<file path="config.mk">
export PLATFORM = sky130hd
export DESIGN_NAME = coin_vend_ctrl
export DESIGN_NICKNAME = d
export VERILOG_FILES = /design/src/rtl/coin_pkg.sv /design/src/rtl/coin_slot_buf.sv /design/src/rtl/coin_vend_ctrl.sv
export SDC_FILE = /design/constraint.sdc
export NUM_CORES = 1
export LEC_CHECK = 0
export BUFFER_PORTS_ARGS = -buffer_cell sky130_fd_sc_hd__clkbuf_2
export CAP_MARGIN = 10
export CELL_PAD_IN_SITES_DETAIL_PLACEMENT = 1
export CELL_PAD_IN_SITES_GLOBAL_PLACEMENT = 2
export CORE_UTILIZATION = 33
export DETAILED_ROUTE_END_ITERATION = 16
export GPL_TIMING_DRIVEN = 0
export MAX_ROUTING_LAYER = met4
export PLACE_DENSITY = 0.78
export SLEW_MARGIN = 20
export SYNTH_ARGS = -nofsm -noshare
export SYNTH_HDL_FRONTEND = slang
export SYNTH_SLANG_ARGS = --single-unit
</file>
<file path="constraint.sdc">
create_clock -name clock -period 3.06 [get_ports clock]
set_clock_uncertainty 0.05 [all_clocks]
set_input_delay 0.153 -clock clock [delete_from_list [all_inputs] [get_ports clock]]
set_output_delay 0.153 -clock clock [all_outputs]
set_load 0.05 [all_outputs]
</file>
<file path="src/rtl/coin_pkg.sv">
// Shared coin codes, paise values and controller state encoding for the
// coin-collecting datapath.
package coin_pkg;

  localparam logic [1:0] COIN_25   = 2'b00;
  localparam logic [1:0] COIN_50   = 2'b01;
  localparam logic [1:0] COIN_100  = 2'b10;
  localparam logic [1:0] COIN_NONE = 2'b11;

  localparam logic [7:0] VAL_25  = 8'd25;
  localparam logic [7:0] VAL_50  = 8'd50;
  localparam logic [7:0] VAL_100 = 8'd100;

  typedef enum logic [1:0] {
    IDLE,
    COLLECT,
    VEND,
    CHANGE
  } vend_state_e;

  function automatic logic [7:0] coin_value(input logic [1:0] code);
    logic [7:0] v;
    case (code)
      COIN_25:  v = VAL_25;
      COIN_50:  v = VAL_50;
      COIN_100: v = VAL_100;
      default:  v = '0;
    endcase
    return v;
  endfunction

endpackage

</file>
<file path="src/rtl/coin_slot_buf.sv">
// One-entry holding register for a coin inlet; drops and flags a coin that
// arrives while the entry is occupied and not being drained.
module coin_slot_buf
  import coin_pkg::*;
(
  input  logic       clock,
  input  logic       reset,
  input  logic [1:0] coin,
  input  logic       pop,
  output logic       full,
  output logic [7:0] value,
  output logic       reject
);

  logic       full_q, full_d;
  logic [7:0] value_q, value_d;
  logic       reject_q, reject_d;
  logic       arrive;

  // A pop at the same edge frees the entry, so back-to-back coins stream
  // through at one per cycle.
  always_comb begin
    arrive   = (coin != COIN_NONE);
    full_d   = full_q;
    value_d  = value_q;
    reject_d = 1'b0;
    if (pop) begin
      full_d = 1'b0;
    end
    if (arrive) begin
      if (!full_q || pop) begin
        full_d  = 1'b1;
        value_d = coin_value(coin);
      end else begin
        reject_d = 1'b1;
      end
    end
  end

  always_ff @(posedge clock) begin
    if (reset) begin
      full_q   <= 1'b0;
      value_q  <= '0;
      reject_q <= 1'b0;
    end else begin
      full_q   <= full_d;
      value_q  <= value_d;
      reject_q <= reject_d;
    end
  end

  assign full   = full_q;
  assign value  = value_q;
  assign reject = reject_q;

endmodule

</file>
<file path="src/rtl/coin_vend_ctrl.sv">
// Vending transaction controller: two buffered coin slots, round-robin
// arbitration into one credit accumulator, vend and 25p change payout.
module coin_vend_ctrl
  import coin_pkg::*;
#(
  parameter int unsigned PRICE   = 100,
  parameter int unsigned TIMEOUT = 255
) (
  input  logic       clock,
  input  logic       reset,
  input  logic [1:0] coin_a,
  input  logic [1:0] coin_b,
  input  logic       cancel,
  output logic [7:0] credit,
  output logic       vend,
  output logic       change_pulse,
  output logic       busy,
  output logic       grant_a,
  output logic       grant_b,
  output logic       reject_a,
  output logic       reject_b
);

  localparam logic [7:0] PRICE_L   = PRICE[7:0];
  localparam logic [7:0] TIMEOUT_L = TIMEOUT[7:0];

  logic        full_a, full_b;
  logic [7:0]  val_a, val_b;

  vend_state_e state_q, state_d;
  logic [7:0]  credit_q, credit_d;
  logic [7:0]  tmo_q, tmo_d;
  logic        rr_b_q, rr_b_d;
  logic        vend_q, vend_d;
  logic        change_q, change_d;
  logic        busy_q, busy_d;

  logic        grant_en, grant_any;
  logic [7:0]  add_val, sum;

  coin_slot_buf u_slot_a (
    .clock  (clock),
    .reset  (reset),
    .coin   (coin_a),
    .pop    (grant_a),
    .full   (full_a),
    .value  (val_a),
    .reject (reject_a)
  );

  coin_slot_buf u_slot_b (
    .clock  (clock),
    .reset  (reset),
    .coin   (coin_b),
    .pop    (grant_b),
    .full   (full_b),
    .value  (val_b),
    .reject (reject_b)
  );

  // Cancel in COLLECT blocks the grant so the pending coin stays buffered.
  always_comb begin
    grant_en  = (state_q == IDLE) || ((state_q == COLLECT) && !cancel);
    grant_a   = grant_en && full_a && (!full_b || !rr_b_q);
    grant_b   = grant_en && full_b && (!full_a || rr_b_q);
    grant_any = grant_a || grant_b;
    add_val   = grant_a ? val_a : (grant_b ? val_b : '0);
    sum       = credit_q + add_val;
  end

  always_comb begin
    state_d  = state_q;
    credit_d = credit_q;
    tmo_d    = '0;
    rr_b_d   = rr_b_q;
    if (full_a && full_b && grant_any) begin
      rr_b_d = grant_a;
    end
    case (state_q)
      IDLE: begin
        if (grant_any) begin
          credit_d = sum;
          state_d  = (sum >= PRICE_L) ? VEND : COLLECT;
        end
      end
      COLLECT: begin
        if (cancel) begin
          state_d = CHANGE;
        end else if (grant_any) begin
          credit_d = sum;
          if (sum >= PRICE_L) begin
            state_d = VEND;
          end
        end else begin
          tmo_d = tmo_q + 8'd1;
          if (tmo_d == TIMEOUT_L) begin
            state_d = CHANGE;
          end
        end
      end
      VEND: begin
        credit_d = credit_q - PRICE_L;
        state_d  = (credit_d != '0) ? CHANGE : IDLE;
      end
      CHANGE: begin
        credit_d = credit_q - VAL_25;
        if (credit_d == '0) begin
          state_d = IDLE;
        end
      end
      default: begin
        state_d  = IDLE;
        credit_d = '0;
      end
    endcase
    vend_d   = (state_d == VEND);
    change_d = (state_d == CHANGE);
    busy_d   = vend_d || change_d;
  end

  always_ff @(posedge clock) begin
    if (reset) begin
      state_q  <= IDLE;
      credit_q <= '0;
      tmo_q    <= '0;
      rr_b_q   <= 1'b0;
      vend_q   <= 1'b0;
      change_q <= 1'b0;
      busy_q   <= 1'b0;
    end else begin
      state_q  <= state_d;
      credit_q <= credit_d;
      tmo_q    <= tmo_d;
      rr_b_q   <= rr_b_d;
      vend_q   <= vend_d;
      change_q <= change_d;
      busy_q   <= busy_d;
    end
  end

  assign credit       = credit_q;
  assign vend         = vend_q;
  assign change_pulse = change_q;
  assign busy         = busy_q;

endmodule

</file>
Word-level counts from Yosys, hierarchy flattened --
Index checks and enable logic that the tools add are counted.
Storage, ports and cells: bits in registers 42
Cells by class: $lt $le $gt $ge 1, eq/ne operators 13, add/sub/neg operators 4, multiplexer cells 24, reductions and logical operators 28, bitwise logic cells 3
Operators with widths (count):
- case mux 7 bit (3 select lines) | 2
- two-way mux 8 bit | 4
- case mux 8 bit (4 select lines) | 1
- two-way mux 2 bit | 8
- == test 2 bit, second input constant | 6
- adder 8 x 1 -> 8 bit, second input constant | 1
- adder 8 bit | 1
- == test 8 bit, second input constant | 1
- >= comparator 8 x 7 -> 1 bit, second input constant | 1
- logical NOT 8 bit | 1
- two-way mux 1 bit | 8
- case mux 2 bit (4 select lines) | 1
- nonzero test 8 bit | 1
- subtractor 8 x 5 -> 8 bit, second input constant | 1
- subtractor 8 x 7 -> 8 bit, second input constant | 1
- logical AND 1 bit | 7
- logical OR 1 bit | 7
- == test 2 x 1 -> 1 bit, second input constant | 3
- logical NOT 2 bit | 3
- inequality test 2 bit, second input constant | 3
- logical NOT 1 bit | 4
- AND reduction 2 bit | 2
- OR reduction 2 bit | 2
- OR reduction 4 bit | 1
- NOT 1 bit | 3

Depth between registers and ports, before layout --
depth in word-level cells 15, depth in mapped cells 13, depth with buffers taken out 13

By module --
From an unflattened synthesis, not the netlist that was laid out.
Second synthesis, totals: cells, all modules 297, area total of the unflattened synthesis 2432.3 µm²
By module, submodules not included:
- coin_vend_ctrl | area each 1769.2 µm², cells an instance 223, times used 1, sequential area each 440.4 µm²
- coin_slot_buf | area each 331.6 µm², cells an instance 37, times used 2, sequential area each 140.1 µm²

Worst setup path before layout --
No wires, ideal clock.
kind reg2reg, start point register state_q[1], end point register vend_q, in the netlist vend, buffers on the path 0, required time 2.877 ns, path slack -0.469 ns, clock period less this slack 3.529 ns, cell stages (with the launch flop) 13, arrival time 3.346 ns, setup time 0.133 ns, path through dfxtp_1 -> a21oi_1 -> nand2_1 -> a21oi_2 -> a22o_1 -> ha_1 -> a21o_1 -> and4_1 -> o41ai_2 -> xor2_1 -> o31ai_2 -> o31ai_1 -> nor3_1
RTL lines:
- from (decl) | line coin_vend_ctrl.sv:30 | vend_state_e state_q, state_d;
- from (signal assigned) | line coin_vend_ctrl.sv:131 | state_q <= state_d;
- == test 2 x 1 -> 1 bit | line coin_vend_ctrl.sv:63 | grant_en = (state_q == IDLE) || ((state_q == COLLECT) && !cancel);
- logical AND 1 bit | line coin_vend_ctrl.sv:63
- logical OR 1 bit (*) | line coin_vend_ctrl.sv:63
- logical AND 1 bit (*) (2 in series) | line coin_vend_ctrl.sv:64 | grant_a = grant_en && full_a && (!full_b || !rr_b_q);
- via grant_a | line coin_vend_ctrl.sv:18 | output logic grant_a,
- two-way mux 8 bit | line coin_vend_ctrl.sv:67 | add_val = grant_a ? val_a : (grant_b ? val_b : '0);
- adder 8 bit | line coin_vend_ctrl.sv:68 | sum = credit_q + add_val;
- >= comparator 8 x 7 -> 1 bit | line coin_vend_ctrl.sv:83, coin_vend_ctrl.sv:91
- two-way mux 2 bit | line coin_vend_ctrl.sv:91 | if (sum >= PRICE_L) begin
- two-way mux 2 bit | line coin_vend_ctrl.sv:89 | end else if (grant_any) begin
- two-way mux 2 bit | line coin_vend_ctrl.sv:87 | if (cancel) begin
- case mux 2 bit (4 select lines) (*) | line coin_vend_ctrl.sv:79 | case (state_q)
- == test 2 bit (*) | line coin_vend_ctrl.sv:116 | vend_d = (state_d == VEND);
- to (signal assigned) | line coin_vend_ctrl.sv:135 | vend_q <= vend_d;
- to (decl) | line coin_vend_ctrl.sv:34 | logic vend_q, vend_d;
The timed path passes the listed nets; every way through them passes the cells marked *. A chain may end at the register's enable or synchronous reset.

Worst setup path in the final report --
start point register state_q[0], end point register change_q, in the netlist change_pulse
Between the ends: cells in the longest elaborated chain, start to end 14
RTL lines:
- == test 2 x 1 -> 1 bit | line coin_vend_ctrl.sv:63, coin_vend_ctrl.sv:79
- logical AND 1 bit | line coin_vend_ctrl.sv:63
- logical OR 1 bit | line coin_vend_ctrl.sv:63
- logical AND 1 bit (2 in series) | line coin_vend_ctrl.sv:65 | grant_b = grant_en && full_b && (!full_a || rr_b_q);
- two-way mux 8 bit (2 in series) | line coin_vend_ctrl.sv:67
- adder 8 bit | line coin_vend_ctrl.sv:68
- >= comparator 8 x 7 -> 1 bit | line coin_vend_ctrl.sv:83, coin_vend_ctrl.sv:91
- two-way mux 2 bit | line coin_vend_ctrl.sv:91
- two-way mux 2 bit | line coin_vend_ctrl.sv:89
- two-way mux 2 bit | line coin_vend_ctrl.sv:87
- case mux 2 bit (4 select lines) (*) | line coin_vend_ctrl.sv:79
- == test 2 bit (*) | line coin_vend_ctrl.sv:117 | change_d = (state_d == CHANGE);
- to (signal assigned) | line coin_vend_ctrl.sv:136 | change_q <= change_d;
- to (decl) | line coin_vend_ctrl.sv:35 | logic change_q, change_d;
Mark *: on every way between the ends. The rest lies on a longest branch, timed or not.

==> impl_metrics.tcl <==
set metrics [dict create \
    synth-warning-count 0 \
    clkPwrFrac_pct 15.2 \
    worstHoldStart "reset" \
    layout_common_cells "42 x nor2_1, 29 x dfxtp_1, 26 x ha_1, 20 x clkbuf_2, 18 x a21oi_1" \
    hold_violations 0 \
    reg2reg_depth 13 \
    grt_use_total_pct 18.57 \
    grt_max_degree 13 \
    cpMaxStageDelayCell "dfxtp_4" \
    timing.setup.tns_ns 0 \
    drt-initial-drc-count 45 \
    wirelength_met1_um 3155 \
    syn_avg_cell_area_sq_um 8.347 \
    finish.utilization_pct 42.00 \
    ctsLongestPathBuffers 2 \
    place_congestion 0.7985 \
    cp-start-kind "flip-flop" \
    worstReg2RegStart "state_q[0]" \
    highest_layer "met4" \
    viasPerCell 5.104 \
    path_class "flip-flop to flip-flop" \
    critPathTopFamily "compound AO/OA/AOI/OAI gates" \
    relSlewSlack_pct 62.88 \
    leakage_nw 1.270 \
    grt_pass1_wl_um 10780 \
    place.detailed.hpwl_um 5076 \
    wl_per_cell_um 15.57 \
    p_sw_share_pct 49.28 \
    grt_overflow_total 0 \
    cts_tree "yes" \
    insertion_delay_ns 0.29 \
    ys_ff_latch 35 \
    fp.dieH_um 88.38 \
    worst_slew_pin_slew_ns 0.5568 \
    netlist_area_sq_mm 0.002462 \
    cp_max_fo 7 \
    worstSetupEndpoint "change_pulse" \
    synth_top_area_cell "dfxtp_1" \
    fin_nets 369 \
    core_area_sq_mm 0.007214 \
    grt_pass1_vias 2188 \
    path_depth 13 \
    cts_buffers 5 \
    r2r_end "change_pulse" \
    ir_worst_vdd_uv 210.1 \
    final_layout_size_suffix_gt1_share_pct 24.55 \
    ios 22 \
    antenna_found_initial 0 \
    cts_root_buf "clkbuf_8" \
    outcome "finished, final reports clean" \
    intPower_w 0.001242 \
    layout_commonest_cell "nor2_1" \
    fillers 909 \
    min_period_ns 2.961 \
    synthFlopType "dfxtp_1" \
    p_per_area_mw_per_mm2 807.8 \
    cp-end-kind "flip-flop" \
    power_frac_seq_pct 26.9 \
    yosys-top-cells-area "dfxtp_1 28%, ha_1 14%, nor2_1 6.4%, mux2i_1 4.5%, a21oi_1 4.3%" \
    synth.top_cell.area_share_pct 28.46 \
    vias 2210 \
    p_comb_share_pct 57.9 \
    cp_cell_sequence "a21oi_4 -> nand2_2 -> a21oi_4 -> a22o_1 -> ha_1 -> a21o_1 -> and4_4 -> o41ai_4 -> xor2_1 -> buf_4 -> o31ai_4 -> and2_1 -> a211oi_2" \
    clkTransAtPathRegs_ns 0.08 \
    dieArea_sq_mm 0.007811 \
    synthCells 295 \
    p_switching_w 0.001206 \
    dr.pass1.iters 4 \
    timing.reg2reg.setup_slack_ns 0.1 \
    clock_sinks 35 \
    report.final.slew_viol_count 0 \
    worstPathRequired_ns 3.22 \
    ant_nets 0 \
    synth_cell_types 54 \
    cp_common_cell "a21oi_4" \
    startpoint "state_q[0]" \
    fp-row-count 31 \
    setup_viol 0 \
    portBuffers 20 \
    wl_met2_um 3345 \
    antenna_cells 0 \
    max_cap_viol_count 0 \
    path_buf_inv 1 \
    synth_edf_count 0 \
    h-tree-depth 2 \
    seq_area_frac_synth_pct 28.46 \
    slowest_delay_ns 0.37 \
    wl_met3_um 180 \
    cp.arrival_ns 3.12 \
    drc 0 \
    routed_wl_um 6742 \
    hp-class "input pin to flip-flop" \
    die_w_um 88.38 \
    async_reset_ff_share_pct 0 \
    period_share_pct 96.75 \
    initial_core_util_pct 34.13 \
    syn_nets 331 \
    max_freq_mhz 337.8 \
    area_delta_synth_final_pct 23.07 \
]
[worst min path at each step]
stage	to	slack, ns	cells past startpoint
after CTS	state_q[0]	0.18	2
after global placement	tmo_q[0]	0.43	1
after detailed placement	u_slot_b.value[5]	0.45	2
after floorplan	u_slot_b.reject	0.36	2
after global routing	state_q[0]	0.21	2
final	state_q[0]	0.16	2
[flip-flops by register name, indices dropped and copies added, names as in the netlist]
signal and flops:
credit 8, tmo_q 8, u_slot_a.value 5, u_slot_b.value 5, state_q 2, change_pulse 1, rr_b_q 1, u_slot_a.full 1
u_slot_a.reject 1, u_slot_b.full 1, u_slot_b.reject 1, vend 1
[cell type report]
class                           instances  area (sq um)  area share [%]
Buffer                                 15         78.83           2.601
Clock buffer                            6         82.58           2.725
Clock inverter                          2         15.01          0.4955
Inverter                               15         56.30           1.858
Multi-Input combinational cell        229          1768           58.34
Sequential cell                        35         715.7           23.62
Tap cell                               99         123.9           4.088
Timing Repair Buffer                   32         190.2           6.276
[repair_timing]
action                                  in CTS  in global routing
gates resized for setup                     15                 14
hold buffers                                 0                  0
endpoints found under the setup margin       5                  5
pin swaps                                    9                 16
buffers inserted                             3                  9
cloned                                       0                  0
[cell usage after synthesis (2+ instances only)]
master     n
nand2_1   12
o21ba_2    2
nor2b_1    8
buf_2      8
a221oi_1   2
nand3_1   13
a211oi_1   3
o311ai_1   2
a21oi_2    2
mux2i_1   11
ha_1      28
o31ai_1    2
and3_1     2
inv_1     15
and2_1     2
a22o_1     5
xor2_1    10
xnor2_1    8
nor2_1    42
or3_1      2
nand3b_1   2
o21ai_0    6
a31oi_1    4
o22ai_1    3
a21oi_1   21
dfxtp_1   35
clkbuf_1   4
nor3_1     8
buf_1      2
o21ai_1    2
nand2b_1   6
[stage by stage]
stage,worst slack (ns),std cells,power [W],hold WS (ns),cell area (sq um)
after floorplan,0.006635,295,0.001615,0.3629,2495
after global placement,-0.3301,414,0.001914,0.4250,2719
after detailed placement,-0.3598,414,0.001933,0.4486,2719
after CTS,-0.02905,425,0.002372,0.1818,2909
after global routing,-0.03536,433,0.002623,0.2080,3030
final,0.09934,433,0.002448,0.1634,3030
[kinds of logic after synthesis]
kind of cell	share of synthesized area (%)
xor gates and xnor gates	6.402
DFF	28.46
buffers and inverters	5.589
AOI/OAI and AO/OA	19.46
and+or+nand+nor	20.58
muxes	4.472
adders and majority gates	15.04
[power by group through the flow]
| stage | Sequential (W) | Combinational [W] | Clock, W |
|---|---|---|---|
| CTS | 0.000658 | 0.00133 | 0.000380 |
| floorplan | 0.000799 | 0.000816 | 0 |
| global route | 0.000670 | 0.00155 | 0.000400 |
| detailed placement | 0.000663 | 0.00127 | 0 |
| finish | 0.000658 | 0.00142 | 0.000372 |
| global placement | 0.000663 | 0.00125 | 0 |
[routing by layer]
| layer | global-route usage [%] | vias to the layer above |
|---|---|---|
| li1 | - | 1103 |
| met1 | 22.79 | 1065 |
| met2 | 32.38 | 34 |
| met3 | 2.799 | 8 |
| met4 | 3.519 | 0 |
| met5 | - | - |
Note: power is estimated with default switching activity, not from simulation.
